## src/rtl/host_command_sequencer_if.sv

```systemverilog
`default_nettype none
// ============================================================================
// Module      : host_command_sequencer_if
// Description : Command, stats and result handshake bundle of the sequencer.
// Revision    : 1.0 - initial release
// ============================================================================
interface host_command_sequencer_if;
    logic [63:0] command_data;
    logic        command_ready;
    logic        command_wanted;
    logic [63:0] stats_data;
    logic        stats_ready_to_return;
    logic        stats_ready_to_accept;
    logic [31:0] result_data;
    logic        result_ready_to_return;
    logic        result_ready_to_accept;

    modport master (
        output command_data,
        output command_ready,
        input  command_wanted,
        input  stats_data,
        input  stats_ready_to_return,
        output stats_ready_to_accept,
        input  result_data,
        input  result_ready_to_return,
        output result_ready_to_accept
    );

    modport slave (
        input  command_data,
        input  command_ready,
        output command_wanted,
        output stats_data,
        output stats_ready_to_return,
        input  stats_ready_to_accept,
        output result_data,
        output result_ready_to_return,
        input  result_ready_to_accept
    );
endinterface
`default_nettype wire

```

## src/rtl/host_command_sequencer.sv

```systemverilog
`default_nettype none
// ============================================================================
// Module      : host_command_sequencer
// Description : Issues reset/config/start command words for one detection job,
//               forwards results, captures the stats word or times out.
// Revision    : 1.0 - initial release
// ============================================================================
module host_command_sequencer (
    input  wire                      clk,
    input  wire                      reset,
    input  wire                      go,
    input  wire               [59:0] cfg_width,
    input  wire               [59:0] cfg_height,
    input  wire               [59:0] cfg_scale,
    input  wire               [59:0] cfg_win,
    input  wire               [59:0] cfg_win_inv,
    input  wire               [59:0] cfg_stages,
    input  wire               [59:0] cfg_min_win,
    input  wire               [31:0] timeout_cycles,
    host_command_sequencer_if.master bus,
    output logic                     busy,
    output logic                     done,
    output logic                     timeout,
    output logic              [63:0] cycle_count,
    output logic              [15:0] result_count,
    output logic                     res_valid,
    output logic              [31:0] res_data
);

    localparam logic [2:0] c_ST_IDLE      = 3'd0;
    localparam logic [2:0] c_ST_RST_CMD   = 3'd1;
    localparam logic [2:0] c_ST_CFG       = 3'd2;
    localparam logic [2:0] c_ST_START_CMD = 3'd3;
    localparam logic [2:0] c_ST_RUN       = 3'd4;
    localparam logic [2:0] c_ST_CAPTURE   = 3'd5;
    localparam logic [2:0] c_ST_FIN       = 3'd6;
    localparam logic [2:0] c_ST_ERR       = 3'd7;

    localparam logic [3:0] c_OP_RESET     = 4'd1;
    localparam logic [3:0] c_OP_START     = 4'd2;
    localparam logic [3:0] c_OP_CFG_BASE  = 4'd3;
    localparam logic [2:0] c_LAST_CFG_IDX = 3'd6;

    logic [2:0]  r_state;
    logic [2:0]  w_next_state;
    logic [2:0]  r_cfg_idx;
    logic [31:0] r_watchdog;
    logic [31:0] r_timeout_cycles;
    logic [59:0] r_cfg_width, r_cfg_height, r_cfg_scale, r_cfg_win;
    logic [59:0] r_cfg_win_inv, r_cfg_stages, r_cfg_min_win;
    logic [59:0] w_cfg_payload;
    logic [63:0] w_cmd_data;
    logic        w_cmd_ready;
    logic        w_stats_acc;
    logic        w_res_acc;
    logic        w_xfer;
    logic        w_res_take;
    logic        w_wd_expire;

    assign w_xfer      = w_cmd_ready && bus.command_wanted;
    assign w_res_take  = w_res_acc && bus.result_ready_to_return;
    // A zero limit disables the watchdog entirely.
    assign w_wd_expire = (r_timeout_cycles != 32'd0) &&
                         (r_watchdog == (r_timeout_cycles - 32'd1));

    assign bus.command_data          = w_cmd_data;
    assign bus.command_ready         = w_cmd_ready;
    assign bus.stats_ready_to_accept = w_stats_acc;
    assign bus.result_ready_to_accept = w_res_acc;

    always_ff @(posedge clk) begin
        if (reset) begin
            r_state <= c_ST_IDLE;
        end else begin
            r_state <= w_next_state;
        end
    end

    always_comb begin
        w_next_state = r_state;
        case (r_state)
            c_ST_IDLE:      if (go) w_next_state = c_ST_RST_CMD;
            c_ST_RST_CMD:   if (w_xfer) w_next_state = c_ST_CFG;
            c_ST_CFG:       if (w_xfer && (r_cfg_idx == c_LAST_CFG_IDX)) w_next_state = c_ST_START_CMD;
            c_ST_START_CMD: if (w_xfer) w_next_state = c_ST_RUN;
            c_ST_RUN: begin
                // Stats arrival wins over a coincident watchdog expiry.
                if (bus.stats_ready_to_return) begin
                    w_next_state = c_ST_CAPTURE;
                end else if (w_wd_expire) begin
                    w_next_state = c_ST_ERR;
                end
            end
            c_ST_CAPTURE:   w_next_state = c_ST_FIN;
            c_ST_FIN:       w_next_state = c_ST_IDLE;
            c_ST_ERR:       w_next_state = c_ST_IDLE;
            default:        w_next_state = c_ST_IDLE;
        endcase
    end

    always_comb begin
        w_cfg_payload = 60'd0;
        case (r_cfg_idx)
            3'd0:    w_cfg_payload = r_cfg_width;
            3'd1:    w_cfg_payload = r_cfg_height;
            3'd2:    w_cfg_payload = r_cfg_scale;
            3'd3:    w_cfg_payload = r_cfg_win;
            3'd4:    w_cfg_payload = r_cfg_win_inv;
            3'd5:    w_cfg_payload = r_cfg_stages;
            3'd6:    w_cfg_payload = r_cfg_min_win;
            default: w_cfg_payload = 60'd0;
        endcase
    end

    always_comb begin
        w_cmd_ready = 1'b0;
        w_cmd_data  = 64'd0;
        w_stats_acc = 1'b0;
        w_res_acc   = 1'b0;
        busy        = 1'b1;
        done        = 1'b0;
        case (r_state)
            c_ST_IDLE:      busy = 1'b0;
            c_ST_RST_CMD: begin
                w_cmd_ready = 1'b1;
                w_cmd_data  = {60'd0, c_OP_RESET};
            end
            c_ST_CFG: begin
                w_cmd_ready = 1'b1;
                w_cmd_data  = {w_cfg_payload, {1'b0, r_cfg_idx} + c_OP_CFG_BASE};
            end
            c_ST_START_CMD: begin
                w_cmd_ready = 1'b1;
                w_cmd_data  = {60'd0, c_OP_START};
            end
            c_ST_RUN:       w_res_acc   = 1'b1;
            c_ST_CAPTURE:   w_stats_acc = 1'b1;
            c_ST_FIN:       done        = 1'b1;
            c_ST_ERR:       done        = 1'b1;
            default:        busy        = 1'b1;
        endcase
    end

    // Job configuration is only ever consumed after a go, so it carries no reset.
    always_ff @(posedge clk) begin
        if ((r_state == c_ST_IDLE) && go) begin
            r_cfg_width      <= cfg_width;
            r_cfg_height     <= cfg_height;
            r_cfg_scale      <= cfg_scale;
            r_cfg_win        <= cfg_win;
            r_cfg_win_inv    <= cfg_win_inv;
            r_cfg_stages     <= cfg_stages;
            r_cfg_min_win    <= cfg_min_win;
            r_timeout_cycles <= timeout_cycles;
        end
    end

    always_ff @(posedge clk) begin
        if (reset) begin
            r_cfg_idx    <= 3'd0;
            r_watchdog   <= 32'd0;
            timeout      <= 1'b0;
            cycle_count  <= 64'd0;
            result_count <= 16'd0;
            res_valid    <= 1'b0;
            res_data     <= 32'd0;
        end else begin
            res_valid <= w_res_take;
            if (w_res_take) begin
                res_data <= bus.result_data;
                if (result_count != 16'hFFFF) begin
                    result_count <= result_count + 16'd1;
                end
            end
            case (r_state)
                c_ST_IDLE: begin
                    if (go) begin
                        timeout      <= 1'b0;
                        cycle_count  <= 64'd0;
                        result_count <= 16'd0;
                    end
                end
                c_ST_RST_CMD:   if (w_xfer) r_cfg_idx  <= 3'd0;
                c_ST_CFG:       if (w_xfer) r_cfg_idx  <= r_cfg_idx + 3'd1;
                c_ST_START_CMD: if (w_xfer) r_watchdog <= 32'd0;
                c_ST_RUN: begin
                    r_watchdog <= r_watchdog + 32'd1;
                    if (w_next_state == c_ST_ERR) begin
                        timeout <= 1'b1;
                    end
                end
                c_ST_CAPTURE:   cycle_count <= bus.stats_data;
                default: ;
            endcase
        end
    end

endmodule
`default_nettype wire

```

## src/flat_wrapper.sv

```systemverilog
// flat-port wrapper written by rule: the top's interface ports become plain ports
module host_command_sequencer_flat 
  (clk, reset, go, cfg_width, cfg_height, cfg_scale, cfg_win, cfg_win_inv, cfg_stages, cfg_min_win, timeout_cycles, busy, done, timeout, cycle_count, result_count, res_valid, res_data, bus_command_data, bus_command_ready, bus_command_wanted, bus_stats_data, bus_stats_ready_to_return, bus_stats_ready_to_accept, bus_result_data, bus_result_ready_to_return, bus_result_ready_to_accept);
  host_command_sequencer_if bus_i ();
  input  wire clk;
  input  wire reset;
  input  wire go;
  input  wire               [59:0] cfg_width;
  input  wire               [59:0] cfg_height;
  input  wire               [59:0] cfg_scale;
  input  wire               [59:0] cfg_win;
  input  wire               [59:0] cfg_win_inv;
  input  wire               [59:0] cfg_stages;
  input  wire               [59:0] cfg_min_win;
  input  wire               [31:0] timeout_cycles;
  output logic busy;
  output logic done;
  output logic timeout;
  output logic              [63:0] cycle_count;
  output logic              [15:0] result_count;
  output logic res_valid;
  output logic              [31:0] res_data;
  output wire logic [$bits(bus_i.command_data)-1:0] bus_command_data;
  output wire logic [$bits(bus_i.command_ready)-1:0] bus_command_ready;
  input wire logic [$bits(bus_i.command_wanted)-1:0] bus_command_wanted;
  input wire logic [$bits(bus_i.stats_data)-1:0] bus_stats_data;
  input wire logic [$bits(bus_i.stats_ready_to_return)-1:0] bus_stats_ready_to_return;
  output wire logic [$bits(bus_i.stats_ready_to_accept)-1:0] bus_stats_ready_to_accept;
  input wire logic [$bits(bus_i.result_data)-1:0] bus_result_data;
  input wire logic [$bits(bus_i.result_ready_to_return)-1:0] bus_result_ready_to_return;
  output wire logic [$bits(bus_i.result_ready_to_accept)-1:0] bus_result_ready_to_accept;
  assign bus_command_data = bus_i.command_data;
  assign bus_command_ready = bus_i.command_ready;
  assign bus_i.command_wanted = bus_command_wanted;
  assign bus_i.stats_data = bus_stats_data;
  assign bus_i.stats_ready_to_return = bus_stats_ready_to_return;
  assign bus_stats_ready_to_accept = bus_i.stats_ready_to_accept;
  assign bus_i.result_data = bus_result_data;
  assign bus_i.result_ready_to_return = bus_result_ready_to_return;
  assign bus_result_ready_to_accept = bus_i.result_ready_to_accept;
  host_command_sequencer u_core (.clk(clk), .reset(reset), .go(go), .cfg_width(cfg_width), .cfg_height(cfg_height), .cfg_scale(cfg_scale), .cfg_win(cfg_win), .cfg_win_inv(cfg_win_inv), .cfg_stages(cfg_stages), .cfg_min_win(cfg_min_win), .timeout_cycles(timeout_cycles), .bus(bus_i), .busy(busy), .done(done), .timeout(timeout), .cycle_count(cycle_count), .result_count(result_count), .res_valid(res_valid), .res_data(res_data));
endmodule
```

## config.mk

```make
export PLATFORM = sky130hd
export DESIGN_NAME = host_command_sequencer_flat
export DESIGN_NICKNAME = d
export VERILOG_FILES = /design/src/rtl/host_command_sequencer_if.sv /design/src/rtl/host_command_sequencer.sv /design/src/flat_wrapper.sv
export SDC_FILE = /design/constraint.sdc
export NUM_CORES = 1
export LEC_CHECK = 0
export ABC_AREA = 1
export CORE_AREA = 5 5 284 286
export CTS_CLUSTER_DIAMETER = 30
export CTS_CLUSTER_SIZE = 8
export DETAILED_ROUTE_END_ITERATION = 8
export DIE_AREA = 0 0 289 291
export GPL_ROUTABILITY_DRIVEN = 0
export HOLD_SLACK_MARGIN = 0.1
export PLACE_DENSITY = 0.6
export SETUP_SLACK_MARGIN = 0.2
export SYNTH_ARGS = -nofsm -noshare
export SYNTH_HDL_FRONTEND = slang
export SYNTH_SLANG_ARGS = --single-unit
```

## constraint.sdc

```tcl
create_clock -name clk -period 28.7 [get_ports clk]
set_input_delay 5.74 -clock clk [delete_from_list [all_inputs] [get_ports clk]]
set_output_delay 5.74 -clock clk [all_outputs]
set_load 0.02 [all_outputs]
```

==> results of run 1 <==
## logic make-up after synthesis
group                      count (synthesis)
xor gates and xnor gates                  37
AOI/OAI and AO/OA                        330
and+or+nand+nor                          932
DFF                                      604
buffers and inverters                    209
adders and majority gates                  9
## metal layers
metal / vias up / wire (µm) / GRT usage
met3: 175 / 8040 / 0.0799
met2: 778 / 44000 / 0.339
met5: - / 149 / 0
met4: 22 / 2440 / 0.0831
li1: 9182 / - / -
met1: 9327 / 31900 / 0.217
## Yosys cell counts (all sizes together), types with 12 or more instances
library cell  instances
a22o                 26
o21ai                33
nor3                 20
a221oi               62
nand2               609
inv                 108
nor2                152
dfxtp               152
clkbuf               77
a21oi               130
nand4                23
a41oi                39
nand3               119
a211oi               12
xor2                 27
a31oi                18
edfxtp              452
buf                  19
## flip-flops by register name, indices dropped and copies added, names as in the netlist, 32 cells and up
| register | count |
|---|---|
| u_core.r_cfg_win | 60 |
| u_core.r_cfg_scale | 60 |
| u_core.r_cfg_stages | 60 |
| u_core.r_watchdog | 32 |
| u_core.r_cfg_width | 60 |
| u_core.r_timeout_cycles | 32 |
| u_core.r_cfg_min_win | 60 |
| u_core.r_cfg_height | 60 |
| u_core.res_data | 32 |
| u_core.r_cfg_win_inv | 60 |
| u_core.cycle_count | 64 |
## through the flow
stage / instance area (µm²) / hold WS [ps] / worst slack (ps) / total power, mW
2_1_floorplan: 24000 / 457 / 2430 / 1.21
3_3_place_gp: 32400 / 449 / 19280 / 1.27
3_5_place_dp: 32400 / 443 / 19150 / 1.28
4_1_cts: 37000 / 454 / 19000 / 2.80
5_1_grt: 37100 / 480 / 18990 / 2.87
6_report: 37100 / 457 / 19090 / 2.77
## critical path: cells and delay by family, from the launching register on
| kind | cells | cell delay (ps) |
|---|---|---|
| flip-flops | 1 | 390 |
| AND/OR/NAND/NOR | 2 | 240 |
| buffers and inverters | 4 | 1170 |
| AO/OA/AOI/OAI | 3 | 1080 |
| adder cells (fa/ha/maj) | 1 | 210 |
## power groups by stage
stage	combinational, mW	sequential, mW	clock (mW)
2_1_floorplan	0.0812	1.12	0
3_3_place_gp	0.203	1.07	0
3_5_place_dp	0.206	1.07	0
4_1_cts	0.207	1.06	1.53
5_1_grt	0.220	1.06	1.58
6_report	0.205	1.06	1.51
## area by class of cell
cell class / instances / share of cell area
Timing Repair Buffer: 750 / 0.202
Sequential cell: 604 / 0.448
Antenna cell: 29 / 0.00196
Clock buffer: 154 / 0.0943
Tap cell: 1050 / 0.0354
Clock inverter: 92 / 0.0299
Multi-Input combinational cell: 1308 / 0.177
Inverter: 113 / 0.0114
## path summary, 6_finish.rpt
| path | to | slack (ps) | depth (start not counted) |
|---|---|---|---|
| worst max-delay path | bus_command_data[21] | 19090 | 10 |
| worst min-delay path | u_core.timeout | 460 | 2 |
| worst max register to register | u_core.r_cfg_win[37] | 24450 | 8 |
| worst min register to register | u_core.timeout | 460 | 2 |
==> results.md, run 1 <==
Yosys:
- The share of the Yosys chip area taken by registers is 0.693.
- The most used flip-flop cell after synthesis is sky130_fd_sc_hd__edfxtp_1.
- Ranked by total cell area, the synthesized netlist is headed by sky130_fd_sc_hd__edfxtp_1, sky130_fd_sc_hd__dfxtp_1, sky130_fd_sc_hd__nand2_1, sky130_fd_sc_hd__a21oi_1, sky130_fd_sc_hd__nand3_1.
- The number of library cell types mapped by synthesis is 46.
- The multiplexer share of the synthesized area is 0.
- The area fraction in and, or, nand and nor cells after synthesis is 0.162.
- sky130_fd_sc_hd__edfxtp_1 takes more of the synthesized area than any other cell.
- For this run, asynchronously set or reset flops after synthesis account for 0.
- The post-synthesis sequential element count is 604.
- The number of synthesis warnings is 0.
- When the netlist entered floorplanning its net count stood at 2684.
- The adder-cell share of the synthesized area is 0.00470.
- The mapped cell area is 24000 µm².
- By area, the combinational part of the netlist is dominated by simple AND/OR/NAND/NOR gates.
- The top-area cell type share of the netlist area is 0.566.
- The number of enable-type register cells in the synthesized netlist is 452.
- The mean instance size in the synthesized netlist is 11.3 µm².
- Synthesis handed over a netlist of 2121 instances.
- The compound-cell area share of the yosys netlist came to 0.0925.
- Of the total synthesized cell area, the portion taken by XOR and XNOR cells is 0.0141.

Global routing:
- The via count of the first global-routing pass was 20100.
- The pin count of the biggest net entering global routing is 214.
- Global routing finished with a remaining overflow of 0.
- The first global-routing pass estimated 125000 µm of wire.
- For this run, the total global-route usage over all layers was measured as 0.198.
- The number of antenna violations at the first check in global routing is 43.

Detailed routing:
- The first detailed-routing pass ran for 5 iterations.
- Wires add up to 86500 µm.
- For this run, design rule violations remaining after detail routing come to 0.
- The count of nets left with antenna violations once routing finished came out at 0.
- The routed layout has 19500 vias.
- The routed wirelength normalized by instance count is 21.1 µm.
- The per-cell via count in the routed design is 4.75.
- The first routing iteration left 1324 violations.

Critical path:
- The worst setup path is captured at a primary output.
- The cell at the slowest stage of the critical path is sky130_fd_sc_hd__a221oi_1.
- The cell repeated most along the worst path is sky130_fd_sc_hd__nand2_1.
- STA classifies the critical path startpoint as a register.
- For this run, the slowest stage of the critical path takes 710 ps.
- Data arrives at the worst endpoint at 3870 ps.
- Of all nets on the critical path, the largest fanout is 60.
- The start point of the critical path is u_core.r_cfg_idx[1].
- The critical path class is register to primary output.
- Walking the worst path, the cells encountered are inv_1 > ha_1 > nand2_1 > inv_2 > buf_4 > nand2_1 > o21ai_0 > a221oi_1 > a41oi_1 > clkdlybuf4s50_1.
- The launch instance of the worst register-to-register path is u_core.r_state[0].
- The critical path required time is 22960 ps.

CTS:
- The tree is rooted in a sky130_fd_sc_hd__clkbuf_16.
- The CTS tree is done.
- The clock tree synthesis step divided the H-tree into 4 levels.
- In this run, post-CTS hold repair placed 0 buffers.
- The post-CTS setup buffer count is 0.
- Counting the buffers created by CTS gives 135.
- The maximum root-to-sink buffer count is 3.
- In this run, post-CTS repair resized a total of 0 instances.
- The clock-pin slew reported for the worst setup and hold paths after clock tree synthesis is 40 ps.
- The TritonCTS sink count is 604.
- Clock latency on the worst-skew pair, taken at its later pin, is 730 ps.

Final layout:
- The net count of the finished layout is 3475.
- The final standard cell count with taps included and fillers excluded is 4100.
- The share of the core filled with cells in the final layout is 0.475.
- The library cells used most frequently in the layout, excluding fill and tap cells, are sky130_fd_sc_hd__clkdlybuf4s50_1, sky130_fd_sc_hd__nand2_1, sky130_fd_sc_hd__edfxtp_1, sky130_fd_sc_hd__dfxtp_1, sky130_fd_sc_hd__clkbuf_16.
- The fraction of layout cells with a size suffix above 1 is 0.0930.
- After filler insertion, the fill cell instance count of the layout stands at 6983.
- The area occupied by multi-input gates is 6580 µm².
- The area taken by flip-flops and latches is 16600 µm².
- From synthesis to final layout, the design area changed by 54.8%.
- The library cell used most frequently in the layout, excluding fill and tap cells, is sky130_fd_sc_hd__clkdlybuf4s50_1.

STA:
- The fmax is 104 MHz.
- Setup violations remaining at the end of the flow were counted as 0.
- The max-slew violation count is 0.
- At the pin with the least slew margin, the transition time is 1230 ps.
- The relative slew slack is 0.179.
- Setup repair after global routing left no endpoint under its margin.
- The final-layout setup total negative slack is 0 ps.
- The number of hold violations in the final report came to 0.
- The final critical delay including setup and external delays is 9610 ps.
- Between clock sinks in the finished design, the worst skew comes to 66.0 ps.
- Of the available clock period, the critical path in the final layout requires 0.335.

Outcome:
- The flow ran to the end, and the final reports show no timing, DRC or antenna violations.

Power and ir drop:
- Of the total power, combinational logic draws 0.074.
- Of the total power, the share spent switching nets is 0.235.
- Of the total power, the clock network draws 0.544.
- VDD sags by at most 0.0544 mV.
- In this run the power spent charging and discharging nets is 0.651 mW.
- The sequential fraction of design power is 0.382.
- The total power per unit cell area is 74.6 nW/µm².
- For this design the static power due to leakage is 12.9 nW.
- Cell internal power was estimated by the tool at 2.12 mW.

Run:
- Across the run, the number of max-cap violations was 0.

Floorplanning:
- The standard cell core area is 78100 µm².
- The area of the die is 84100 µm².
- The initial utilization of the core area, before any placement, comes to 0.307.
- The die is 291 µm tall.
- The die is 289 µm wide.
- Pin placement for this block handled 737 I/O pins.
- The total number of placement rows is 103.

Placement:
- Summed over all nets, the half-perimeter wirelength after detailed placement is 60900 µm.
- The number of placed instances, taps included, is 3825.
- The count of buffers from port buffering is 736.

Min path:
- The startpoint identified for the worst hold timing path is u_core.timeout.
- The worst hold-check path type is register to register.
Power figures use the tool's default switching activity.
==> run 2, diff against run 1 <==
Clock period 28.7 ns to 8.95 ns, I/O delays scaled along.
==> run 2 against run 1 <==
Effect of this change: utilization rose by 0.17 points; combinational power rose to 3.2 times the previous value; die area did not move; largest cell class unchanged; largest power group unchanged; highest routed layer unchanged.
==> results.md, run 2 (synthesized netlist as in run 1, its figures left out) <==
Placement:
- The count of buffers from port buffering was 736 (unchanged).
- The half-perimeter wire length of the detailed placement result is 62400 µm (+2.5%).
- The pre-CTS worst setup slack is 3670 ps (-15480 ps).
- The total placed cells including tap cells is 3826 (+0.026%).

Power and ir drop:
- The leakage power of the design is 13.0 nW (+0.54%).
- The total power per unit cell area is 245 nW/µm² (+230%).
- The highest ir drop seen on vdd is 0.153 mV (+180%).

CTS:
- The post-CTS setup buffer count is 0 (unchanged).
- The clock-pin slew reported for the worst setup and hold paths after clock tree synthesis is 40 ps (about the same).
- The number of buffers inserted for hold repair after clock tree synthesis is 0 (unchanged).
- The number of buffers inserted during clock tree synthesis is 140 (+3.7%).
- The post-cts sizing count is 0 (unchanged).
- In this run the clock root is driven by a sky130_fd_sc_hd__clkbuf_16.
- The maximum root-to-sink buffer count is 3 (unchanged).
- TritonCTS built the clock tree.
- The clock latency on the worst-skew pair is 710 ps (-20 ps).
- The TritonCTS sink count is 604 (unchanged).
- The maximum level of the CTS H-tree came to 4 (unchanged).

Floorplanning:
- The horizontal die dimension is 289 µm (unchanged).
- The area of the die was 84100 µm² (unchanged).
- The effective utilization at floorplan is 0.307 (unchanged).
- The I/O pin total was 737 (unchanged).
- The standard cell core area is 78100 µm² (unchanged).
- The total number of placement rows is 103 (unchanged).
- The vertical die dimension was 291 µm (unchanged).

Final layout:
- The most frequent standard cell in the layout excluding fill and tap cells is sky130_fd_sc_hd__clkdlybuf4s50_1.
- The register name with the most flops is u_core.cycle_count.
- The number of fill cells in the layout is 7016 (+0.47%).
- The share of the core filled with cells in the final layout came to 0.477 (+0.00170).
- Relative to the synthesized area, the layout overhead comes to 55.3%.
- The area occupied by multi-input gates is 6580 µm² (unchanged).
- The top cell types in the final layout, fill and taps aside, are sky130_fd_sc_hd__clkdlybuf4s50_1, sky130_fd_sc_hd__nand2_1, sky130_fd_sc_hd__edfxtp_1, sky130_fd_sc_hd__dfxtp_1, sky130_fd_sc_hd__clkbuf_16.
- The final standard cell count with taps included and fillers excluded came to 4091 (-0.22%).
- The number of flip-flops in the largest register is 64 (unchanged).
- The net count of the finished layout came to 3481 (+0.17%).
- The fraction of layout cells with a size suffix above 1 came to 0.0931 (+0.000115).
- The area taken by flip-flops and latches was 16600 µm² (unchanged).

Global routing:
- The pin count of the biggest net entering global routing came to 212 (-0.93%).
- The total congestion overflow is 0 (unchanged).
- The total global-route track usage is 0.200 (+0.00161).
- The first-pass GRT wire length is 126000 µm (+1.1%).
- The via count of the first global-routing pass is 20100 (-0.34%).
- The number of antenna violations at the first check in global routing is 38 (-12%).

STA:
- The worst clock skew was 42.6 ps (-23.4 ps).
- The worst path in the final design needs a cycle of 5820 ps, including I/O delays and setup.
- In the finished design, the share of the clock period the worst path needs comes to 0.650.
- The fmax is 172 MHz.
- Setup repair after global routing left no endpoint under its margin.
- The max-slew violation count is 0 (unchanged).
- The number of hold violations in the final report is 0 (unchanged).
- The relative slew slack is 0.147 (-0.0326).
- The count of final setup violators is 0 (unchanged).
- The final critical-path setup slack is 3130 ps (-15950 ps).
- The transition at the pin with the smallest max-transition slack is 1280 ps (+48.9 ps).
- The minimum hold slack was 462 ps (+4.77 ps).

Critical path:
- The delay of the slowest cell on the worst path was 750 ps (+40 ps).
- On the critical path, the stage with the largest delay is an instance of sky130_fd_sc_hd__clkdlybuf4s50_1.
- The critical path capture point type is a primary output.
- The critical path required time is 7160 ps (-15800 ps).
- The number of cells traversed by the worst register-to-register path was 8 (unchanged).
- The critical path class is register to primary output.
- Walking the worst path, the cells encountered are inv_1 > ha_1 > nand2_1 > inv_2 > buf_4 > a22o_1 > a221oi_1 > a41oi_1 > clkdlybuf4s50_1.
- The maximum fanout encountered on the critical timing path was 37 (-38%).
- The critical path startpoint category is a register.
- The worst path arrival time came to 4030 ps (+160 ps).

Detailed routing:
- The number of nets with antenna violations after routing is 0 (unchanged).
- The number of design-rule violations left by the first detailed-router iteration is 1241 (-6.3%).
- The routed wirelength normalized by instance count is 21.3 µm (+1.1%).
- The residual DRC count is 0 (unchanged).
- The via count of the routed design came to 19600 (+0.54%).
- The overall routed net length came to 87300 µm (+0.91%).
- The length of the first detailed-routing pass in iterations is 5 (unchanged).
- The per-cell via count in the routed design was 4.79 (+0.77%).

Outcome:
- The run finished with clean final reports.

Min path:
- The worst hold-check path type is register to register.
- The count of cells along the worst hold path is 2 (unchanged).

Run:
- The max-cap violation count is 0 (unchanged).
==> run 2: cell types whose count changed in the layout (fill, tap and decap cells not counted), sizes merged <==
cell and delta:
diode -16, clkinv -13, clkbuf +10, bufinv +6, clkinvlp +2, buf +1
inv +1
==> run 2: worst max-delay path: cells and delay by family (launching register included) <==
| family | cells | cell delay (ps) |
|---|---|---|
| compound gates | 3 | 660 |
| fa+ha+maj | 1 | 190 |
| buf+inv | 4 | 1990 |
| flops | 1 | 350 |
| simple gates | 1 | 100 |
==> run 2: power by group <==
part | internal, mW | total (mW) | leakage [nW] | switching [mW]
Clock | 3.41 | 5.05 | 2.27 | 1.64
Combinational | 0.309 | 0.661 | 5.17 | 0.351
Sequential | 3.31 | 3.40 | 5.53 | 0.0826
Total | 7.03 | 9.11 | 13.0 | 2.08
==> run 2: path summary, 6_finish.rpt <==
kind                       start              endpoint  slack [ps]
max          u_core.r_cfg_idx[0]  bus_command_data[63]        3130
min          u_core.res_data[12]   u_core.res_data[12]         460
max reg2reg    u_core.r_state[0]  u_core.r_cfg_win[35]        4880
min reg2reg  u_core.res_data[12]   u_core.res_data[12]         460
==> run 2: through the flow <==
step / TNS (ps) / power (mW) / cell area, µm²
after floorplan: -31160 / 3.73 / 24000
after global placement: 0 / 4.09 / 32400
after detailed placement: 0 / 4.10 / 32400
after CTS: 0 / 9.21 / 37200
after global routing: 0 / 9.42 / 37200
final: 0 / 9.11 / 37200
==> run 2: routing by layer <==
layer	part of all wire	up-vias	global-route usage
li1	-	9178	-
met1	0.38	9405	0.228
met2	0.50	789	0.342
met3	0.093	184	0.0768
met4	0.027	34	0.0678
met5	0.0024	-	0
==> run 2: layout make-up <==
class / count / area share
well taps: 1050 / 0.0353
inverters: 113 / 0.0117
multi-input cells: 1308 / 0.177
diodes: 13 / 0.000874
clock inverters: 88 / 0.0300
clock buffers: 164 / 0.0979
repair buffers: 751 / 0.201
flip-flops and latches: 604 / 0.446
